**config.mk**
```make
export PLATFORM = sky130hd
export DESIGN_NAME = pipe_hazard_ctrl_flat
export DESIGN_NICKNAME = d
export VERILOG_FILES = /design/src/rtl/pipe_hazard_ctrl_if.sv /design/src/rtl/pipe_hazard_ctrl.sv /design/src/flat_wrapper.sv
export SDC_FILE = /design/constraint.sdc
export NUM_CORES = 1
export LEC_CHECK = 0
export CAP_MARGIN = 20
export CORE_MARGIN = 1.5
export CORE_UTILIZATION = 40
export DETAILED_ROUTE_END_ITERATION = 10
export HOLD_SLACK_MARGIN = 0.15
export PLACE_DENSITY = 0.95
export RECOVER_POWER = 100
export SYNTH_ARGS = -nofsm -noshare
export SYNTH_HDL_FRONTEND = slang
export SYNTH_SLANG_ARGS = --single-unit
```
**constraint.sdc**
```tcl
create_clock -name clk -period 5.49 [get_ports clk]
set_input_delay 1.098 -clock clk [delete_from_list [all_inputs] [get_ports clk]]
set_output_delay 1.098 -clock clk [all_outputs]
set_load 0.01 [all_outputs]
```
**src/rtl/pipe_hazard_ctrl_if.sv**
```systemverilog
// Control bundle between the pipeline datapath and the hazard controller.
// The datapath side drives the instruction words and pipe events, and the controller returns the stage controls and status.
interface pipe_hazard_ctrl_if;
    logic [31:0] IR_D;
    logic [31:0] IR_E;
    logic [31:0] IR_M;
    logic        redirect_E;
    logic        mem_busy;
    logic        stall_F;
    logic        stall_D;
    logic        bubble_E;
    logic        flush_D;
    logic        freeze;
    logic        pc_redirect;
    logic [1:0]  state;
    logic [15:0] stall_cnt;
    logic [15:0] flush_cnt;

    modport master (
        output IR_D, IR_E, IR_M, redirect_E, mem_busy,
        input  stall_F, stall_D, bubble_E, flush_D, freeze, pc_redirect,
        input  state, stall_cnt, flush_cnt
    );

    modport slave (
        input  IR_D, IR_E, IR_M, redirect_E, mem_busy,
        output stall_F, stall_D, bubble_E, flush_D, freeze, pc_redirect,
        output state, stall_cnt, flush_cnt
    );
endinterface

```
**src/rtl/pipe_hazard_ctrl.sv**
```systemverilog
// Hazard/sequencing controller for the F/D/E/M/W pipe: stall, bubble, flush, freeze and PC redirect.
// Latency: controls are combinational (0 cycles); state and counters register 1 cycle later.
// Backpressure: mem_busy freezes the whole pipe and overrides any redirect or data hazard.
module pipe_hazard_ctrl (
    input  logic               clk,
    input  logic               rst_n,
    pipe_hazard_ctrl_if.slave  bus
);
    localparam logic [1:0] ST_RUN   = 2'b00;
    localparam logic [1:0] ST_STALL = 2'b01;
    localparam logic [1:0] ST_HOLD  = 2'b10;

    localparam logic [5:0] OP_NOP  = 6'b000000;
    localparam logic [5:0] OP_LOAD = 6'b001001;
    localparam logic [5:0] OP_JMP  = 6'b001011;

    logic [5:0]  w_op_d, w_op_e, w_op_m;
    logic [4:0]  w_dst_e, w_dst_m;
    logic [4:0]  w_src1, w_src2;
    logic        w_src1_vld, w_src2_vld;
    logic        w_alu_d, w_wr_e, w_wr_m;
    logic        w_hit_e, w_hit_m, w_hazard;
    logic        w_stall_f, w_stall_d, w_bubble_e, w_flush_d, w_freeze, w_pc_redirect;
    logic [1:0]  w_state_nxt;
    logic [1:0]  r_state;
    logic [15:0] r_stall_cnt, r_flush_cnt;

    assign w_op_d  = bus.IR_D[31:26];
    assign w_op_e  = bus.IR_E[31:26];
    assign w_op_m  = bus.IR_M[31:26];
    assign w_dst_e = bus.IR_E[25:21];
    assign w_dst_m = bus.IR_M[25:21];

    assign w_alu_d = (w_op_d[5:3] == 3'b000) && (w_op_d != OP_NOP);
    assign w_wr_e  = ((w_op_e[5:3] == 3'b000) && (w_op_e != OP_NOP)) || (w_op_e == OP_LOAD);
    assign w_wr_m  = ((w_op_m[5:3] == 3'b000) && (w_op_m != OP_NOP)) || (w_op_m == OP_LOAD);

    // Source 2 is rt for ALU ops and the [25:21] field for branches, stores and immediates.
    assign w_src1     = bus.IR_D[20:16];
    assign w_src2     = w_alu_d ? bus.IR_D[15:11] : bus.IR_D[25:21];
    assign w_src1_vld = (w_op_d != OP_NOP) && (w_op_d != OP_JMP);
    assign w_src2_vld = w_src1_vld && (w_op_d != OP_LOAD);

    assign w_hit_e = w_wr_e && ((w_src1_vld && (w_src1 == w_dst_e)) ||
                                (w_src2_vld && (w_src2 == w_dst_e)));
    assign w_hit_m = w_wr_m && ((w_src1_vld && (w_src1 == w_dst_m)) ||
                                (w_src2_vld && (w_src2 == w_dst_m)));
    assign w_hazard = w_hit_e || w_hit_m;

    always_comb begin
        w_stall_f     = 1'b0;
        w_stall_d     = 1'b0;
        w_bubble_e    = 1'b0;
        w_flush_d     = 1'b0;
        w_freeze      = 1'b0;
        w_pc_redirect = 1'b0;
        if (bus.mem_busy) begin
            w_freeze  = 1'b1;
            w_stall_f = 1'b1;
            w_stall_d = 1'b1;
        end else if (bus.redirect_E) begin
            w_pc_redirect = 1'b1;
            w_flush_d     = 1'b1;
            w_bubble_e    = 1'b1;
        end else if (w_hazard) begin
            w_stall_f  = 1'b1;
            w_stall_d  = 1'b1;
            w_bubble_e = 1'b1;
        end
    end

    // Controls that load or steer the pipe are held off while reset is asserted.
    assign bus.stall_F     = w_stall_f;
    assign bus.stall_D     = w_stall_d;
    assign bus.freeze      = w_freeze;
    assign bus.bubble_E    = w_bubble_e    & rst_n;
    assign bus.flush_D     = w_flush_d     & rst_n;
    assign bus.pc_redirect = w_pc_redirect & rst_n;

    always_comb begin
        w_state_nxt = ST_RUN;
        if (bus.mem_busy) begin
            w_state_nxt = ST_HOLD;
        end else if (w_hazard && !bus.redirect_E) begin
            w_state_nxt = ST_STALL;
        end
    end

    always_ff @(posedge clk or negedge rst_n) begin
        if (!rst_n) begin
            r_state     <= ST_RUN;
            r_stall_cnt <= 16'd0;
            r_flush_cnt <= 16'd0;
        end else begin
            r_state <= w_state_nxt;
            if (!bus.mem_busy && !bus.redirect_E && w_hazard && (r_stall_cnt != 16'hFFFF)) begin
                r_stall_cnt <= r_stall_cnt + 16'd1;
            end
            if (!bus.mem_busy && bus.redirect_E && (r_flush_cnt != 16'hFFFF)) begin
                r_flush_cnt <= r_flush_cnt + 16'd1;
            end
        end
    end

    assign bus.state     = r_state;
    assign bus.stall_cnt = r_stall_cnt;
    assign bus.flush_cnt = r_flush_cnt;
endmodule

```
**src/flat_wrapper.sv**
```systemverilog
// flat-port wrapper written by rule: the top's interface ports become plain ports
module pipe_hazard_ctrl_flat 
  (clk, rst_n, bus_IR_D, bus_IR_E, bus_IR_M, bus_redirect_E, bus_mem_busy, bus_stall_F, bus_stall_D, bus_bubble_E, bus_flush_D, bus_freeze, bus_pc_redirect, bus_state, bus_stall_cnt, bus_flush_cnt);
  pipe_hazard_ctrl_if bus_i ();
  input  logic clk;
  input  logic rst_n;
  input wire logic [$bits(bus_i.IR_D)-1:0] bus_IR_D;
  input wire logic [$bits(bus_i.IR_E)-1:0] bus_IR_E;
  input wire logic [$bits(bus_i.IR_M)-1:0] bus_IR_M;
  input wire logic [$bits(bus_i.redirect_E)-1:0] bus_redirect_E;
  input wire logic [$bits(bus_i.mem_busy)-1:0] bus_mem_busy;
  output wire logic [$bits(bus_i.stall_F)-1:0] bus_stall_F;
  output wire logic [$bits(bus_i.stall_D)-1:0] bus_stall_D;
  output wire logic [$bits(bus_i.bubble_E)-1:0] bus_bubble_E;
  output wire logic [$bits(bus_i.flush_D)-1:0] bus_flush_D;
  output wire logic [$bits(bus_i.freeze)-1:0] bus_freeze;
  output wire logic [$bits(bus_i.pc_redirect)-1:0] bus_pc_redirect;
  output wire logic [$bits(bus_i.state)-1:0] bus_state;
  output wire logic [$bits(bus_i.stall_cnt)-1:0] bus_stall_cnt;
  output wire logic [$bits(bus_i.flush_cnt)-1:0] bus_flush_cnt;
  assign bus_i.IR_D = bus_IR_D;
  assign bus_i.IR_E = bus_IR_E;
  assign bus_i.IR_M = bus_IR_M;
  assign bus_i.redirect_E = bus_redirect_E;
  assign bus_i.mem_busy = bus_mem_busy;
  assign bus_stall_F = bus_i.stall_F;
  assign bus_stall_D = bus_i.stall_D;
  assign bus_bubble_E = bus_i.bubble_E;
  assign bus_flush_D = bus_i.flush_D;
  assign bus_freeze = bus_i.freeze;
  assign bus_pc_redirect = bus_i.pc_redirect;
  assign bus_state = bus_i.state;
  assign bus_stall_cnt = bus_i.stall_cnt;
  assign bus_flush_cnt = bus_i.flush_cnt;
  pipe_hazard_ctrl u_core (.clk(clk), .rst_n(rst_n), .bus(bus_i));
endmodule
```
==> qor.yml, run 1 <==
global_route:
  grt_pass1_wl_mm: 9.515
  overflow: 0
  antenna_found_initial: 0
  grt_pass1_vias: 2172
  grt_max_degree: 36
  grt_use_total_pct: 19.63
placement:
  port_buffers: 86
  pre_cts_slack_ns: 0.1994
  hpwl_mm: 4.581
  gp_congestion: 0.9370
  dp.cells: 387
drt:
  vias: 2103
  drt_pre_antenna_iters: 7
  wl_per_cell_um: 14.31
  via_per_inst: 5.324
  drc: 0
  routed_wl_mm: 5.651
  drtIter0Drc: 59
  ant_nets: 0
logic_synthesis:
  synth_nets: 335
  synthTopCellsByArea: "dfrtp_1 39%, xnor2_1 8.8%, xor2_1 7.2%, nand3_1 5.7%, nand2_1 2.6%"
  synth.most_common_cell: "dfrtp_1"
  synth_largest_area_cell: "dfrtp_1"
  synth_commonest_cells: "34 x dfrtp_1, 25 x nand3_1, 22 x xnor2_1"
  synth_edf_count: 0
  synth_warnings: 0
  synth_cells: 233
  synth_ff_type: "dfrtp_1"
  async_flop_share_pct: 100.0
  avgSynthCellArea_sq_um: 9.365
  ys_seq_area_share_pct: 38.99
  yosys.cell_types.count: 47
  syn_area_sq_um: 2182
  netlist.area_leader.share_pct: 38.99
  ys_ff_latch: 34
cells_and_area:
  nets: 426
  fillers: 435
  final_cells: 395
  multiInputGateArea_sq_um: 1231
  n_antenna_cell: 0
  layout-drive-gt1-share_pct: 6.769
  area.growth.synth_to_final_pct: 46.79
  register_area_sq_um: 850.8
floorplan:
  rows: 26
  die_w_um: 76.86
  start_util_pct: 42.19
  die_area_sq_um: 5907
  coreArea_sq_um: 5172
  die_height_um: 76.86
  ios: 140
sta:
  tns_ns: 0
  fmax_ghz: 0.1883
  holdWs_ns: 0.5004
  setup_viol: 0
  finalMaxSlewViolations: 36
  skew_ns: 0.003190
  slew_headroom_pct: -20.19
  post-route-min-period_ns: 5.310
  worst_slack_ns: 0.1800
  grt_setup_unrepaired: "false"
  hold_viol: 0
  period_share_pct: 96.72
  tightest_slew_ns: 1.803
worst_setup_path:
  crit_required_ns: 4.39
  worstPathArrival_ns: 4.21
  reg2reg_to: "u_core.bus.stall_cnt[1]"
  r2r-start: "u_core.bus.stall_cnt[3]"
  cp-start-kind: "input port"
  reg2reg_slack_ns: 2.63
  critPathCaptureType: "output port"
  reg2regPathDepth: 7
  setup.worst_path.class: "input port to output port"
  path_max_fanout: 5
clock_tree:
  numCtsBuffers: 5
  cts_tree: "built"
  worstSkewPairLatency_ns: 0.27
  clockBufferDepth: 2
  postCtsSetupBuffers: 0
  htreeDepth: 2
  clockRootBuffer: "clkbuf_8"
  cts.sinks: 34
  path_clk_slew_ns: 0.07
min_path:
  min_from: "u_core.bus.flush_cnt[7]"
  holdPathStages: 1
  hp-class: "flip-flop to flip-flop"
  min_to: "u_core.bus.flush_cnt[7]"
run:
  cap_viol_max_count: 1
run_status:
  violations: "capacitance limit, slew limit"
  status: "finished with violations"
power:
  power.density_nw_per_um2: 221.2
  power_leakage_nw: 1.385
  irDropWorstVdd_mv: 0.1722
  total_power_w: 0.0007086
-- routing by layer --
| layer | track usage, % | up-vias | wire length, um |
|---|---|---|---|
| li1 | - | 1022 | - |
| met2 | 35.49 | 75 | 2886 |
| met3 | 5.000 | 10 | 320 |
| met1 | 22.58 | 996 | 2338 |
| met4 | 5.926 | 0 | 106 |
| met5 | 0 | - | 0 |
-- worst max-delay path: stages --
cell             delay [ns]
clkdlybuf4s50_1        0.50
or3_1                  0.51
buf_4                  0.20
o32ai_1                0.12
o2111ai_1              0.15
nor4_1                 0.53
a211oi_2               0.22
o21bai_1               0.28
clkdlybuf4s50_1        0.59
-- layout make-up --
class	instances	share of cell area, %
clock inverter	3	1.250
timing repair buffer	91	27.93
multi-input combinational	184	38.44
tap	70	2.734
clock buffer	5	2.148
sequential	34	26.56
inverter	8	0.9375
-- what timing repair did --
item | in CTS | in global routing
hold buffers | 0 | 0
gates resized for setup | 0 | 1
endpoints found under the setup margin | 0 | 3
-- registers in the layout, indices dropped and copies added, names as in the netlist --
name                  count
u_core.bus.flush_cnt     16
u_core.bus.stall_cnt     16
u_core.bus.state          2
-- stage by stage --
| step | cell area (sq um) | utilization (%) |
|---|---|---|
| 6_report | 3203 | 61.93 |
| 5_1_grt | 3203 | 61.93 |
| 4_1_cts | 3223 | 62.31 |
| 3_5_place_dp | 3114 | 60.21 |
| 3_3_place_gp | 3114 | 60.21 |
| 2_1_floorplan | 2182 | - |
-- layout by cell type, fill, tap and decap left out, types with 2 or more instances in the layout --
cell             Yosys  layout
a21oi_1              8       8
nand4b_1             5       5
nand2_1             15      15
or4_1                1       2
or3_1                3       3
nand4_1              4       4
nor2b_1              9       9
ha_1                 2       2
nand2b_1             3       3
xnor2_1             22      22
and3_1               3       3
nor2_1               9      10
mux2_2               4       4
clkdlybuf4s50_1      0      48
nor3_1               9       9
buf_4                3       4
xor2_1              18      18
dlygate4sd3_1        0      38
dfrtp_1             34      34
o21ai_0              7       7
o21ai_1              2       2
clkbuf_8             0       5
o22ai_1              2       2
nand3_1             25      25
nor4_1               8       9
clkinv_2             0       2
and4_1               4       4
inv_1                8       8
-- cell families after synthesis --
logic type / after synthesis / share of synthesized area, %
AOI/OAI and AO/OA: 32 / 9.462
and+or+nand+nor: 106 / 28.44
buffers and inverters: 15 / 3.841
DFF: 34 / 38.99
adders and majority gates: 2 / 1.147
muxes: 4 / 2.064
xor gates and xnor gates: 40 / 16.05
-- report_power, final --
| group | internal, W | switching [W] |
|---|---|---|
| Combinational | 0.000104 | 0.0000784 |
| Clock | 0.000133 | 0.0000866 |
| Sequential | 0.000276 | 0.0000302 |
-- worst max-delay path by stage --
stage / from / endpoint / depth (start not counted)
6_report: bus_IR_D[29] / bus_stall_D / 9
5_1_grt: bus_IR_D[29] / bus_bubble_E / 9
4_1_cts: bus_IR_D[29] / bus_stall_D / 9
3_5_place_dp: bus_IR_D[29] / bus_stall_D / 9
2_1_floorplan: bus_IR_D[29] / bus_stall_F / 9
3_3_place_gp: bus_IR_D[29] / bus_bubble_E / 9
Power figures use the tool's default switching activity.
==> inputs of run 2 (changes only) <==
--- a/config.mk
+++ b/config.mk
@@ -12,6 +12,7 @@
 export HOLD_SLACK_MARGIN = 0.15
 export PLACE_DENSITY = 0.95
 export RECOVER_POWER = 100
+export SLEW_MARGIN = 20
 export SYNTH_ARGS = -nofsm -noshare
 export SYNTH_HDL_FRONTEND = slang
 export SYNTH_SLANG_ARGS = --single-unit
==> results of run 2 <==
Same layout as run 1: the final DEF is identical, and so are final timing and power.
